### config.mk
export PLATFORM = sky130hd
export DESIGN_NAME = tag_acq_ctrl
export DESIGN_NICKNAME = d
export VERILOG_FILES = /design/src/rtl/tag_acq_ctrl.sv
export SDC_FILE = /design/constraint.sdc
export NUM_CORES = 1
export LEC_CHECK = 0
export CAP_MARGIN = 15
export CORE_UTILIZATION = 40
export DETAILED_ROUTE_END_ITERATION = 8
export HOLD_SLACK_MARGIN = 0.12
export SLEW_MARGIN = 10
export SYNTH_ARGS = -nofsm -noshare
export SYNTH_HDL_FRONTEND = slang
export SYNTH_SLANG_ARGS = --single-unit
### constraint.sdc
create_clock -name clk_i -period 4.8 [get_ports clk_i]
set_input_delay 0.96 -clock clk_i [delete_from_list [all_inputs] [get_ports clk_i]]
set_output_delay 0.96 -clock clk_i [all_outputs]
set_load 0.1 [all_outputs]
### src/rtl/tag_acq_ctrl.sv
// Acquisition sequencer for the pulse time-tagger. It runs IDLE/ARM/RUN/DRAIN
// and buffers tagged words in a first-word-fall-through FIFO for host readout.
module tag_acq_ctrl #(
  parameter int DEPTH = 16,
  parameter int RUN_W = 16
) (
  input  logic             clk_i,
  input  logic             rst_ni,
  input  logic             start_i,
  input  logic             stop_i,
  input  logic [RUN_W-1:0] run_rollovers_i,
  input  logic             tag_ready_i,
  input  logic [31:0]      tag_data_i,
  output logic             clear_o,
  output logic             operate_o,
  output logic             rd_valid_o,
  output logic [31:0]      rd_data_o,
  input  logic             rd_ack_i,
  output logic             busy_o,
  output logic             done_o,
  output logic             overflow_o,
  output logic [31:0]      tag_count_o
);

  localparam int AW = $clog2(DEPTH);

  typedef enum logic [1:0] {IDLE, ARM, RUN, DRAIN} state_e;

  state_e           state_q, state_d;
  logic [RUN_W-1:0] limit_q, rollCnt_q, rollNext;
  logic [AW-1:0]    wrPtr_q, rdPtr_q;
  logic [AW:0]      count_q;
  logic [31:0]      mem_q [DEPTH];
  logic [31:0]      tagCount_q;
  logic             clear_q, operate_q, done_q, overflow_q, drainSeen_q;

  logic startAcc, capture, fifoEmpty, fifoFull, push, pop, drop;
  logic rollInc, limitHit;

  assign startAcc  = (state_q == IDLE) && start_i;
  assign capture   = (state_q == RUN) || (state_q == DRAIN);
  assign fifoEmpty = (count_q == '0);
  assign fifoFull  = (count_q == (AW+1)'(DEPTH));
  assign pop       = rd_ack_i && !fifoEmpty;
  // A full FIFO still accepts a word when the head leaves in the same cycle.
  assign push      = tag_ready_i && capture && (!fifoFull || pop);
  assign drop      = tag_ready_i && capture && fifoFull && !pop;
  assign rollInc   = push && (state_q == RUN) && tag_data_i[31];
  assign rollNext  = rollCnt_q + RUN_W'(1);
  assign limitHit  = rollInc && (limit_q != '0) && (rollNext == limit_q);

  always_comb begin
    state_d = state_q;
    case (state_q)
      IDLE:    if (start_i) state_d = ARM;
      ARM:     state_d = stop_i ? DRAIN : RUN;
      RUN:     if (stop_i || limitHit) state_d = DRAIN;
      DRAIN:   if (drainSeen_q && fifoEmpty) state_d = IDLE;
      default: state_d = IDLE;
    endcase
  end

  always_ff @(posedge clk_i or negedge rst_ni) begin
    if (!rst_ni) begin
      state_q     <= IDLE;
      clear_q     <= 1'b0;
      operate_q   <= 1'b0;
      done_q      <= 1'b0;
      drainSeen_q <= 1'b0;
    end else begin
      state_q     <= state_d;
      clear_q     <= (state_d == ARM);
      operate_q   <= (state_d == RUN);
      done_q      <= (state_q == DRAIN) && (state_d == IDLE);
      drainSeen_q <= (state_q == DRAIN);
    end
  end

  always_ff @(posedge clk_i or negedge rst_ni) begin
    if (!rst_ni) begin
      limit_q    <= '0;
      rollCnt_q  <= '0;
      tagCount_q <= '0;
      overflow_q <= 1'b0;
    end else if (startAcc) begin
      limit_q    <= run_rollovers_i;
      rollCnt_q  <= '0;
      tagCount_q <= '0;
      overflow_q <= 1'b0;
    end else begin
      if (rollInc) rollCnt_q <= rollNext;
      if (push && (tagCount_q != 32'hFFFF_FFFF)) tagCount_q <= tagCount_q + 32'd1;
      if (drop) overflow_q <= 1'b1;
    end
  end

  always_ff @(posedge clk_i or negedge rst_ni) begin
    if (!rst_ni) begin
      wrPtr_q <= '0;
      rdPtr_q <= '0;
      count_q <= '0;
    end else begin
      if (push) wrPtr_q <= wrPtr_q + AW'(1);
      if (pop)  rdPtr_q <= rdPtr_q + AW'(1);
      case ({push, pop})
        2'b10:   count_q <= count_q + (AW+1)'(1);
        2'b01:   count_q <= count_q - (AW+1)'(1);
        default: count_q <= count_q;
      endcase
    end
  end

  // Storage carries no reset; rd_data is masked while the FIFO is empty.
  always_ff @(posedge clk_i) begin
    if (push) mem_q[wrPtr_q] <= tag_data_i;
  end

  assign clear_o     = clear_q;
  assign operate_o   = operate_q;
  assign done_o      = done_q;
  assign overflow_o  = overflow_q;
  assign tag_count_o = tagCount_q;
  assign busy_o      = (state_q != IDLE);
  assign rd_valid_o  = !fifoEmpty;
  assign rd_data_o   = fifoEmpty ? 32'd0 : mem_q[rdPtr_q];

endmodule

## Yosys cells after proc, flatten, opt, wreduce, memory -nomap -nowiden

Memory sizes are Yosys's and may differ from the RTL's.
Cells that the tools add are included.

- Flip-flop bits (word level): 84
- Bits in writable memories: 512
- Bits of input ports: 54
- Output and inout port bits: 70
- Memories: 1

- $add $sub $neg: 6
- Equal/unequal tests: 10
- Mux-type cells: 15
- Reductions and logical operators: 28

Memories:

| memory | depth | width | read ports | clocked after Yosys merged registers in | wr ports | line | text |
|---|---|---|---|---|---|---|---|
| mem_q | 16 | 32 | 1 | 0 | 1 | 33 | `logic [31:0] mem_q [DEPTH];` |

Operators with widths:

| cell | count |
|---|---|
| 32-bit 2-to-1 mux | 3 |
| 32-bit by 1-bit adder with 32-bit output (second input constant) | 1 |
| 16-bit 2-to-1 mux | 2 |
| 32-bit != test (second input constant) | 1 |
| 16-bit by 1-bit adder with 16-bit output (second input constant) | 1 |
| 16-bit equality test | 1 |
| 16-bit nonzero test | 1 |
| 1-bit logical AND | 13 |
| 5-bit case mux with 2 select lines | 1 |
| 2-bit nonzero test | 5 |
| 4-bit by 1-bit adder with 4-bit output (second input constant) | 2 |
| 2-bit equality test (second input constant) | 4 |
| 2-bit case mux with 4 select lines | 1 |
| 2-bit by 1-bit equality test with 1-bit output (second input constant) | 3 |
| 2-bit 2-to-1 mux | 3 |
| 5-bit by 1-bit adder with 5-bit output (second input constant) | 1 |
| 5-bit equality test (second input constant) | 1 |
| 5-bit logical NOT | 1 |
| 1-bit 2-to-1 mux | 5 |
| 5-bit by 1-bit subtractor with 5-bit output (second input constant) | 1 |
| 2-bit logical NOT | 2 |
| 1-bit logical NOT | 3 |
| 1-bit logical OR | 3 |

## Depth between registers and ports, before layout

Gate-level depths: netlist of the first run.

- Depth after elaboration: 14
- Gate-level depth with buffers: 14
- Mapped depth without buffers: 12

## Worst setup path before layout of the first run

Ideal clock, no wire load.

- Path kind: input to register
- Start point: input port rd_ack_i
- End point: memory mem_q[3][0], enable pin
- Setup time: 0.461 ns
- Arrival time: 3.954 ns
- Data required time: 4.339 ns
- Setup slack: 0.385 ns
- Cell stages on the path: 5
- Path buffers: 1
- Path through: nand2b_1 > o211a_4 > clkbuf_1 > nand2_1 > nor3_1

- Word-level cells in the longest chain between the ends: 5

Ends and longest elaborated chain:

| item | line | text |
|---|---|---|
| from (decl) | 18 | `input logic rd_ack_i,` |
| 1-bit logical AND | 44 | `assign pop = rd_ack_i && !fifoEmpty;` |
| 1-bit logical OR | 46 | `assign push = tag_ready_i && capture && (!fifoFull \|\| pop);` |
| 1-bit logical AND | 46 |  |
| 1-bit 2-to-1 mux | 115 | `if (push) mem_q[wrPtr_q] <= tag_data_i;` |
| 1-bit 2-to-1 mux (not written as such) | 115 |  |
| to (decl) | 33 |  |

No other way between the ends.

## Worst setup path after layout of the first run

- Start point: register rdPtr_q[1]
- End point: output port rd_data_o[22]

- Word-level cells in the longest chain between the ends: 2

Ends and longest elaborated chain:

| item | line | text |
|---|---|---|
| from (decl) | 31 | `logic [AW-1:0] wrPtr_q, rdPtr_q;` |
| from (signal assigned) | 104 | `if (pop) rdPtr_q <= rdPtr_q + AW'(1);` |
| memory read 16 x 32 bit | n/a |  |
| 32-bit 2-to-1 mux | 125 | `assign rd_data_o = fifoEmpty ? 32'd0 : mem_q[rdPtr_q];` |
| to (decl) | 17 | `output logic [31:0] rd_data_o,` |

No other way between the ends.

==> metrics.log, run 1 <==
[metrics] result of the run: finished with violations
[metrics] violated checks: design-rule violations
[metrics] post-route worst hold slack: 299 ps
[metrics] Synth Instances: between 1k and 1.5k
[metrics] Critical-path top delay cell: dfrtp_4
[metrics] post-layout min period: 4310 ps
[metrics] Final ANT Viol Nets: 0
[metrics] data arrival time of the worst path: 3350 ps
[metrics] Final Skew: 36.4 ps
[metrics] pin count of the biggest net entering global routing: 57
[metrics] power density over the cells: ~650 mW/mm^2
[metrics] Yosys warning count: 0
[metrics] clock-pin slew on the worst setup and hold paths: around 50 ps
[metrics] root buffer selected by CTS: clkbuf_16
[metrics] fraction of layout instances using a drive strength above 1: 23.1%
[metrics] final setup margin: 491 ps
[metrics] cts bufs inserted: between 60 and 70
[metrics] DRC violations left: 4
[metrics] kind of critical path: register to output pin
[metrics] Post-Syn Nets: 1345
[metrics] maximum clock path buffer count: 3
[metrics] final weighted congestion of routability-driven global placement: between 0.7 and 0.8
[metrics] Detailed Route Iter0 Violations: 1017
[metrics] average wire length per cell after detail routing: 24.0 um
[metrics] height of the die: between 200 and 250 um
[metrics] number of maximum-capacitance violations: 0
[metrics] final net count: 1493
[metrics] worst slack, placed: 1090 ps
[metrics] drt first pass iters: 8
[metrics] Int Pwr: 0.0115 W
[metrics] core area: 0.0594 mm^2
[metrics] worst hold path type: primary input to asynchronous set/reset pin
[metrics] hold-fix buffers at CTS: 0
[metrics] synthesized area per cell: 18.9 um^2
[metrics] quantity of I/O buffers inserted on ports: 123
[metrics] highest-count cells in the layout ignoring fill and taps: edfxtp_1 (512), mux4_2 (160), clkdlybuf4s50_1 (90), nand2_1 (81), dfrtp_1 (80)
[metrics] number of filler cells placed in the layout: 4854
[metrics] final total negative setup slack: 0 ps
[metrics] Worst-Margin Slew: just over 1000 ps
[metrics] top flip-flop cell by instance count after synthesis: edfxtp_1
[metrics] detailed placement HPWL: between 20 and 30 mm
[metrics] storage element area: 0.0175 mm^2
[metrics] cell chain of the critical path: buf_4 > mux4_2 > mux4_2 > and2_1 > buf_4
[metrics] portion of total power attributed to combinational logic: 38.2%
[metrics] total wirelength of the detailed-routed design: 54.0 mm
[metrics] Static Leakage: 9.49 nW
[metrics] number of instances resized during post-cts repair: 0
[metrics] std cell rows: between 80 and 90
[metrics] I/O pin count: around 120
[metrics] FF+latch count, synth: between 500 and 600
[metrics] switching fraction of total power: 38.1%
[metrics] endpoint kind of the worst setup timing path: output pin
[metrics] switching component of the power: 0.00706 W
[metrics] Worst IR Drop VDD: 0.699 mV
[metrics] portion of the post-synthesis area used by sequential elements: around 72%
[metrics] Layout Area Growth over Synthesis: 17.4%
[metrics] overall fraction of global-route tracks in use: 18.1%
[metrics] number of unique standard cell types used by synthesis: 64
[metrics] die width: 248 um
[metrics] clock tree from TritonCTS: built
[metrics] data required time at the worst endpoint: 3840 ps
[metrics] final setup violation count: 0
[metrics] crit-path max cell delay: ~1000 ps
[metrics] total power after layout: 0.0185 W
[metrics] portion of total power attributed to the clock network: roughly 25%
[metrics] Via-to-Cell Ratio: around 5.5
[metrics] clk sink count: 596
[metrics] CP startpoint kind: register
[metrics] fraction of the cycle the final worst path needs: between 80 and 90%
[metrics] final hold violation count: 0
[metrics] Slew Limit Headroom: 31.3%
[metrics] clock latency on the worst-skew pair: 640 ps
[metrics] via count of the first global-routing pass: 12.8k
[metrics] most common cell after layout, fill and taps aside: edfxtp_1
[metrics] sequential power share: 36.5%
[metrics] die area: 0.0613 mm^2
[metrics] async set-reset flop share out of synthesis: 14.1%
[metrics] CTS H-tree lvls: 2
[metrics] mapped cell area: 0.0241 mm^2
[metrics] initial core utilization: roughly two fifths
[metrics] number of enable flip-flop cells after synthesis: 512
[metrics] unrepaired setup endpoints after global routing: false
[metrics] number of antenna violations at the first check in global routing: 5
[metrics] maximum fanout count along the critical path: 56
[metrics] timing-limited maximum frequency: between 0.2 and 0.25 GHz
[metrics] number of buffers added for setup after CTS: 0
[metrics] multi-input combinational cell area: between 0.006 and 0.007 mm^2
[metrics] number of pins exceeding their max-slew limit in the final report: 0
[metrics] final global-route overflow total: 0
[metrics] wire length of the first global-routing pass: 81.5 mm
[metrics] total vias in the final route: 12.4k
critical path: cells and delay by family (launching register included):
family	cells	cell delay [ps]
flip-flops	1	1040
multiplexers	2	800
AND/OR/NAND/NOR	1	230
buffers and inverters	2	620
layout make-up:
type | instances | share of cell area [%]
Sequential cell | 596 | 61.7
Multi-Input combinational cell | 600 | 22.5
Clock buffer | 77 | 5.85
Timing Repair Buffer | 155 | 5.08
Tap cell | 773 | 3.41
Clock inverter | 36 | 1.23
Inverter | 13 | 0.172
Antenna cell | 2 | 0.0177
metrics by stage:
step | area (um^2) | std cells | utilization, %
detailed placement | 26300 | 2137 | 44.4
global route | 28300 | 2252 | 47.7
global placement | 26300 | 2137 | 44.4
floorplan | 24100 | 1279 | -
CTS | 28300 | 2250 | 47.7
finish | 28300 | 2252 | 47.7
state kept, by name, indices dropped and copies added (netlist names):
register,cells
clear_o,1
count_q,5
done_o,1
drainSeen_q,1
limit_q,16
mem_q,512
operate_o,1
overflow_o,1
rdPtr_q,4
rollCnt_q,16
state_q,2
tag_count_o,32
wrPtr_q,4
cell usage after synthesis, types with 2 or more instances:
cell       number  area [um^2]
edfxtp_1      512        15400
mux4_2        160         3600
dfrtp_1        84         2100
nand2_1        81          304
nor2_1         56          210
and2_1         38          238
xor2_1         35          307
clkbuf_1       31          116
nand3_1        31          155
xnor2_1        21          184
nand4_1        20          125
o21ai_1        17         85.1
buf_2          16         80.1
and3_1         15         93.8
nor3_1         14         70.1
buf_4          12         90.1
a21oi_1        11         55.1
ha_1           11          138
inv_1          11         41.3
buf_1          10         37.5
o21ai_0        10         50.1
o31ai_1        10         75.1
o211ai_1        6         45.0
and4_1          5         43.8
nand2b_1        5         31.3
nor4_1          4         25.0
or4_1           4         30.0
nand3b_1        3         22.5
o41ai_1         3         26.3
or2_1           3         18.8
a2111oi_0       2         17.5
a21o_1          2         15.0
mux2i_1         2         20.0
nor2b_1         2         12.5
or3_1           2         12.5
or3b_1          2         17.5
worst paths after layout:
check / endpoint / slack, ps / start / cells past startpoint
max: rd_data_o[22] / 490 / rdPtr_q[1] / 5
min: rollCnt_q[12] / 300 / rst_ni / 1
max reg2reg: count_q[4] / 1490 / count_q[0] / 12
min reg2reg: count_q[4] / 490 / count_q[4] / 1
max in group asynchronous: tag_count_o[7] / 3470 / rst_ni / 2
min in group clk_i: count_q[4] / 490 / count_q[4] / 1
logic make-up (layout without fill, tap and decap cells):
family	after synthesis	after routing	share of synthesized area (%)
flops	596	596	72.4
simple gates	294	294	6.22
mux	163	163	15.1
buf+inv	83	281	1.57
compound gates	75	75	2.05
xor+xnor	56	56	2.03
fa+ha+maj	12	12	0.653
other cells	0	2	0
power groups by stage:
stage / sequential [W] / clock, W / combinational, W
after CTS: 0.00676 / 0.00479 / 0.00721
after global routing: 0.00682 / 0.00499 / 0.00746
after detailed placement: 0.00687 / 0 / 0.00719
final: 0.00675 / 0.00469 / 0.00708
after floorplan: 0.00682 / 0 / 0.00540
after global placement: 0.00684 / 0 / 0.00715
metal layers:
layer  vias up  part of all wire, %  global-route usage (%)
li1       5433                    -                       -
met4         4                  2.1                    5.41
met5         -                0.052                       0
met2       297                   50                    29.6
met1      6570                   43                    25.1
met3        74                  4.8                    2.58
(Power assumes the default switching activity.)
==> run 2: changes to the inputs <==
Settings changed: CORE_ASPECT_RATIO from default to 1.4, SLEW_MARGIN 10 to default.
==> run 2 against run 1 <==
Wire length shrank 0.86%. Critical endpoint is now rd_valid_o. Utilization shrank 0.55 points. Critical path depth shrank 2. Combinational power grew 0.8%. Non-clock buffer count grew 3. Clock power shrank 10%. The run now ends clean. Worst hold slack gained 93 ps. Final cell count shrank 1.3%. Sequential share of layout area grew 0.38 points. Clock skew is essentially flat. First-iteration DRC count shrank 19%.
==> metrics.log, run 2 (synthesis gave the netlist of run 1 again) <==
[metrics] Layout Area Growth over Synthesis: 16.7%
[metrics] maximum fanout count along the critical path: 35 (-38%)
[metrics] core area: 0.0597 mm^2 (+0.55%)
[metrics] Final Skew: 36.2 ps (-0.158 ps)
[metrics] grt met2 use: 31.4% (+1.8 points)
[metrics] final antenna diode count: 0 (-2)
[metrics] Worst-Margin Slew: 1000 ps (-25.5 ps)
[metrics] unrepaired setup endpoints after global routing: false
[metrics] result of the run: completed
[metrics] post-layout min period: 4320 ps (+8.56 ps)
[metrics] overall fraction of global-route tracks in use: 17.8% (-0.21 points)
[metrics] die area: 0.0613 mm^2 (about the same)
[metrics] data required time at the worst endpoint: 3840 ps (about the same)
[metrics] post-route worst hold slack: 392 ps (+92.9 ps)
[metrics] Core Util, Final: 47.2% (-0.55 points)
[metrics] number of filler cells placed in the layout: 4987 (+2.7%)
[metrics] met1 GRT Util: 22.9% (-2.3 points)
[metrics] Worst IR Drop VDD: 0.471 mV (-33%)
[metrics] cell chain of the critical path: or4_4 > or2_2 > clkdlybuf4s50_1
[metrics] final weighted congestion of routability-driven global placement: 0.816 (+2.4%)
[metrics] I/O pin count: 124 (unchanged)
[metrics] sum of buffers and inverters on the critical path: 1 (-1)
[metrics] Crit Reg-Reg Startpoint: count_q[0]
[metrics] height of the die: 293 um (+18%)
[metrics] fraction of layout instances using a drive strength above 1: 22.5% (-0.59 points)
[metrics] initial core utilization: 40.4% (-0.22 points)
[metrics] highest-count cells in the layout ignoring fill and taps: edfxtp_1 (512), mux4_2 (160), clkdlybuf4s50_1 (90), nand2_1 (81), dfrtp_1 (80)
[metrics] maximum clock path buffer count: 3 (unchanged)
[metrics] via count of the first global-routing pass: 13.0k (+1.2%)
[metrics] number of pins exceeding their max-slew limit in the final report: 0 (unchanged)
[metrics] number of antenna violations at the first check in global routing: 2 (-3)
[metrics] most common cell after layout, fill and taps aside: edfxtp_1
[metrics] clock tree from TritonCTS: built
[metrics] worst r2r dst: count_q[4]
[metrics] Final ANT Viol Nets: 0 (unchanged)
[metrics] flip-flop count of the largest register, all copies and words added: 512 (unchanged)
[metrics] total power after layout: 0.0181 W (-2.2%)
[metrics] drt first pass iters: 5 (-3)
[metrics] std cell rows: 106 (+19%)
[metrics] average wire length per cell after detail routing: 24.1 um (+0.43%)
[metrics] wire length of the first global-routing pass: 81.2 mm (-0.44%)
[metrics] total vias in the final route: 12.3k (-0.95%)
[metrics] endpoint kind of the worst setup timing path: output pin
[metrics] root buffer selected by CTS: clkbuf_16
[metrics] clock latency on the worst-skew pair: 640 ps (about the same)
[metrics] number of maximum-capacitance violations: 0 (unchanged)
[metrics] number of buffers added for setup after CTS: 0 (unchanged)
[metrics] kind of critical path: register to output pin
[metrics] fraction of the cycle the final worst path needs: 89.9% (+0.18 points)
[metrics] clk sink count: 596 (unchanged)
[metrics] final hold violation count: 0 (unchanged)
[metrics] total wirelength of the detailed-routed design: 53.5 mm (-0.86%)
[metrics] Slew Limit Headroom: 33.0% (+1.7 points)
[metrics] DRC violations left: 0 (-4)
[metrics] data arrival time of the worst path: 3360 ps (about the same)
[metrics] pin count of the biggest net entering global routing: 55 (-3.5%)
[metrics] worst hold path type: primary input to asynchronous set/reset pin
[metrics] number of instances resized during post-cts repair: 0 (unchanged)
[metrics] first element of the critical path: count_q[0]
[metrics] detailed placement HPWL: 30.6 mm (+3.0%)
[metrics] register containing the most flip-flops in the final layout: mem_q
[metrics] cts bufs inserted: 56 (-8.2%)
[metrics] slack of the worst reg-to-reg path: 1310 ps (-180 ps)
[metrics] CP Capture Point: rd_valid_o
[metrics] crit-path max cell delay: 1100 ps (+60 ps)
[metrics] storage element area: 0.0175 mm^2 (unchanged)
[metrics] met3 Usage GRT: 2.72% (+0.14 points)
[metrics] hold-fix buffers at CTS: 0 (unchanged)
[metrics] crit-path leading delay family: simple AND/OR/NAND/NOR gates
[metrics] final global-route overflow total: 0 (unchanged)
[metrics] CP startpoint kind: register
[metrics] quantity of I/O buffers inserted on ports: 123 (unchanged)
[metrics] path length in cells of the critical path: 3 (-2)
[metrics] Final Cell Area: 0.0282 mm^2 (-0.61%)
[metrics] most utilized layer in the global route result: met2
[metrics] Static Leakage: 9.39 nW (-1.0%)
[metrics] die width: 210 um (-15%)
[metrics] timing-limited maximum frequency: 0.232 GHz (-0.20%)
[metrics] Via-to-Cell Ratio: 5.52 (+0.34%)
[metrics] Post-DP Area: 0.0265 mm^2 (+0.48%)
[metrics] final net count: 1491 (-0.13%)
[metrics] CTS H-tree lvls: 2 (unchanged)
[metrics] final setup violation count: 0 (unchanged)
[metrics] multi-input combinational cell area: 0.00639 mm^2 (unchanged)
[metrics] final total negative setup slack: 0 ps (unchanged)
[metrics] clock-pin slew on the worst setup and hold paths: 60 ps (about the same)
[metrics] depth of the worst register-to-register path: 12 (unchanged)
[metrics] Critical-path top delay cell: clkdlybuf4s50_1
[metrics] Detailed Route Iter0 Violations: 823 (-19%)
[metrics] power density over the cells: 643 mW/mm^2 (-1.6%)
## run 2: changes by cell type in the layout (fill, tap and decap cells not counted), moves of 3 or more
cell       previous run  this run
clkbuf_16            62        56
clkinv_1             17        13
clkbuf_1             10        15
clkinv_4              3         0
buf_12                4        14
buf_4                61        54
bufinv_16             5         2
clkbuf_8              5         0
## run 2: how the worst min path moves through the flow
stage                     startpoint         end  slack, ps
after floorplan           count_q[4]  count_q[4]        460
after global placement    count_q[4]  count_q[4]        500
after detailed placement  limit_q[2]  limit_q[2]        500
after CTS                     rst_ni  wrPtr_q[3]        380
after global routing          rst_ni  wrPtr_q[3]        440
final                         rst_ni  limit_q[4]        390
## run 2: area by class of cell
| type | count | area share (%) |
|---|---|---|
| sequential | 596 | 62.1 |
| clock inverter | 29 | 0.902 |
| tap | 756 | 3.36 |
| timing repair buffer | 158 | 5.63 |
| multi-input combinational | 600 | 22.7 |
| clock buffer | 71 | 5.18 |
| inverter | 13 | 0.173 |
## run 2: power breakdown
group,internal [W],switching [W]
Combinational,0.00255,0.00459
Sequential,0.00626,0.000518
Clock,0.00227,0.00193
## run 2: worst reg2reg max path, cell delays in order, from the launching register on
cell and delay [ps]:
dfrtp_1 420, or4_4 560, or2_2 630, and2_1 410, ha_1 290, inv_1 120
fa_1 210, inv_1 50, a21o_1 170, a21oi_1 180, xnor2_1 140, nor2_1 60
xor2_1 140
## run 2: metal layers
| layer | part of all wire, % | wire, um |
|---|---|---|
| met2 | 52 | 28000 |
| met3 | 4.4 | 2340 |
| met5 | 0.026 | 14 |
| met4 | 2.4 | 1300 |
| met1 | 41 | 21800 |
## run 2: through the flow
step,setup WS [ps],std cells
after floorplan,385,1279
after global placement,1110,2123
after detailed placement,1090,2123
after CTS,410,2223
after global routing,399,2223
final,483,2223
==> run 3: changes to the inputs <==
Settings changed: PLACE_DENSITY from default to 0.56, RECOVER_POWER from default to 25.
==> run 3 against run 2 <==
Final cell count is essentially flat. Power grew 1.9%. First-iteration DRC count grew 29%. Combinational power shrank 0.8%. Largest cell class unchanged. Via count grew 0.54%. The run now ends with max-capacitance violations, max-slew violations left. Largest power group unchanged. Maximum frequency grew 0.63%. Sequential power grew 0.9%.
==> metrics.log, run 3 (synthesis gave the netlist of run 1 again) <==
[metrics] register containing the most flip-flops in the final layout: mem_q
[metrics] final setup violation count: 0 (unchanged)
[metrics] switching component of the power: 0.00706 W (+0.29%)
[metrics] portion of total power attributed to the clock network: 24.6% (+1.4 points)
[metrics] data arrival time of the worst path: 3330 ps (-30 ps)
[metrics] clk sink count: 596 (unchanged)
[metrics] most common cell after layout, fill and taps aside: edfxtp_1
[metrics] number of pins exceeding their max-slew limit in the final report: 51 (+51)
[metrics] Via-to-Cell Ratio: 5.54 (+0.45%)
[metrics] Detailed Route Iter0 Violations: 1061 (+29%)
[metrics] clock-pin slew on the worst setup and hold paths: 60 ps (about the same)
[metrics] root buffer selected by CTS: clkbuf_16
[metrics] Int Pwr: 0.0114 W (+2.9%)
[metrics] wire length of the first global-routing pass: 83.7 mm (+3.1%)
[metrics] final total negative setup slack: 0 ps (unchanged)
[metrics] data required time at the worst endpoint: 3840 ps (about the same)
[metrics] Worst-Margin Slew: 2840 ps (+1840 ps)
[metrics] violated checks: max-capacitance violations, max-slew violations
[metrics] kind of critical path: register to output pin
[metrics] number of buffers added for setup after CTS: 0 (unchanged)
[metrics] Final Cell Area: 0.0282 mm^2 (+0.19%)
[metrics] number of maximum-capacitance violations: 1 (+1)
[metrics] post-route worst hold slack: 499 ps (+107 ps)
[metrics] CP startpoint kind: register
[metrics] std cell rows: 106 (unchanged)
[metrics] post-layout min period: 4290 ps (-26.9 ps)
[metrics] flip-flop count of the largest register, all copies and words added: 512 (unchanged)
[metrics] Core Util, Final: 47.3% (+0.088 points)
[metrics] Post-DP Area: 0.0264 mm^2 (-0.35%)
[metrics] pin count of the biggest net entering global routing: 60 (+9.1%)
[metrics] Worst IR Drop VDD: 0.552 mV (+17%)
[metrics] number of antenna violations at the first check in global routing: 2 (unchanged)
[metrics] number of instances resized during post-cts repair: 0 (unchanged)
[metrics] overall fraction of global-route tracks in use: 18.7% (+0.81 points)
[metrics] die area: 0.0613 mm^2 (unchanged)
[metrics] final hold violation count: 0 (unchanged)
[metrics] hold-fix buffers at CTS: 0 (unchanged)
[metrics] fraction of the cycle the final worst path needs: 89.4% (-0.56 points)
[metrics] drt first pass iters: 5 (unchanged)
[metrics] endpoint kind of the worst setup timing path: output pin
[metrics] switching fraction of total power: 38.2% (-0.61 points)
[metrics] Final Skew: 13.1 ps (-23.1 ps)
[metrics] unrepaired setup endpoints after global routing: false
[metrics] DRC violations left: 0 (unchanged)
[metrics] detailed placement HPWL: 30.4 mm (-0.85%)
[metrics] total vias in the final route: 12.3k (+0.54%)
[metrics] maximum clock path buffer count: 3 (unchanged)
[metrics] highest-count cells in the layout ignoring fill and taps: edfxtp_1 (512), mux4_2 (160), nand2_1 (81), dfrtp_1 (80), clkdlybuf4s50_1 (70)
[metrics] timing-limited maximum frequency: 0.233 GHz (+0.63%)
[metrics] clock tree from TritonCTS: built
[metrics] fraction of layout instances using a drive strength above 1: 22.9% (+0.39 points)
[metrics] Static Leakage: 9.44 nW (+0.52%)
[metrics] cts bufs inserted: 57 (+1.8%)
[metrics] Layout Area Growth over Synthesis: 16.9%
[metrics] final net count: 1493 (+0.13%)
[metrics] via count of the first global-routing pass: 13.1k (+0.88%)
[metrics] average wire length per cell after detail routing: 25.1 um (+4.4%)
[metrics] maximum fanout count along the critical path: 59 (+69%)
[metrics] worst slack, placed: 1090 ps (+3.87 ps)
[metrics] portion of total power attributed to combinational logic: 38.3% (-1.1 points)
[metrics] Slew Limit Headroom: -89.3% (-120 points)
[metrics] core area: 0.0597 mm^2 (unchanged)
[metrics] number of filler cells placed in the layout: 5007 (+0.40%)
[metrics] final weighted congestion of routability-driven global placement: 0.831 (+1.9%)
[metrics] height of the die: 293 um (unchanged)
[metrics] sequential power share: 37.0% (-0.4 points)
[metrics] result of the run: finished with violations
[metrics] final global-route overflow total: 0 (unchanged)
[metrics] die width: 210 um (unchanged)
[metrics] clock latency on the worst-skew pair: 620 ps (-20 ps)
[metrics] initial core utilization: 40.4% (unchanged)
[metrics] final setup margin: 510 ps (+26.9 ps)
[metrics] total wirelength of the detailed-routed design: 55.9 mm (+4.5%)
[metrics] worst hold path type: register to register
[metrics] power density over the cells: 654 mW/mm^2 (+1.7%)
[metrics] I/O pin count: 124 (unchanged)
[metrics] CTS H-tree lvls: 2 (unchanged)
[metrics] quantity of I/O buffers inserted on ports: 123 (unchanged)
[metrics] Final ANT Viol Nets: 0 (unchanged)
==> run 3: cell count changes in the layout (fill, tap and decap cells not counted), sizes merged <==
cell,change
dlygate4sd3,+20
clkinvlp,+1
inv,+1
diode,+1
clkinv,-9
bufinv,+6
clkbuf,+2
clkdlybuf4s50,-20
==> run 3: metrics by stage <==
step | std cells | power, W
after floorplan | 1279 | 0.0122
after global placement | 2124 | 0.0141
after detailed placement | 2124 | 0.0142
after CTS | 2224 | 0.0187
after global routing | 2224 | 0.0192
final | 2225 | 0.0185
==> run 3: cell type report <==
type | instances | area, um^2 | area share [%]
sequential | 596 | 17500 | 62.0
multi-input combinational | 600 | 6390 | 22.6
timing repair buffer | 159 | 1490 | 5.28
clock buffer | 72 | 1480 | 5.25
tap | 756 | 946 | 3.35
clock inverter | 28 | 375 | 1.33
inverter | 13 | 48.8 | 0.173
antenna | 1 | 2.50 | 0.00887
==> run 3: power groups by stage <==
stage | clock network, W | registers (W) | logic (W)
2_1_floorplan | 0 | 0.00682 | 0.00540
3_3_place_gp | 0 | 0.00694 | 0.00716
3_5_place_dp | 0 | 0.00696 | 0.00719
4_1_cts | 0.00467 | 0.00686 | 0.00721
5_1_grt | 0.00484 | 0.00692 | 0.00744
6_report | 0.00454 | 0.00684 | 0.00708
==> run 3: worst max-delay path, stage by stage (launching register included) <==
cell     delay, ps
dfrtp_4       1070
buf_12         350
mux4_2         350
mux4_2         470
and2_1         210
buf_4          240
==> run 3: final timing paths <==
path | start | to | slack [ps] | cells past startpoint
max | rdPtr_q[1] | rd_data_o[18] | 510 | 5
max reg2reg | count_q[0] | count_q[4] | 1700 | 12
min reg2reg | overflow_o | overflow_o | 500 | 2
max in group asynchronous | rst_ni | rdPtr_q[1] | 1530 | 1
min in group asynchronous | rst_ni | limit_q[7] | 1250 | 1
min | overflow_o | overflow_o | 500 | 2
==> run 3: metal layers <==
metal / routed length [um] / vias up / global-route usage (%) / share of wire [%]
li1: - / 5411 / - / -
met1: 22700 / 6513 / 23.3 / 41
met2: 29200 / 305 / 33.2 / 52
met3: 2520 / 95 / 3.14 / 4.5
met4: 1430 / 2 / 5.63 / 2.5
met5: 12 / - / 0 / 0.021
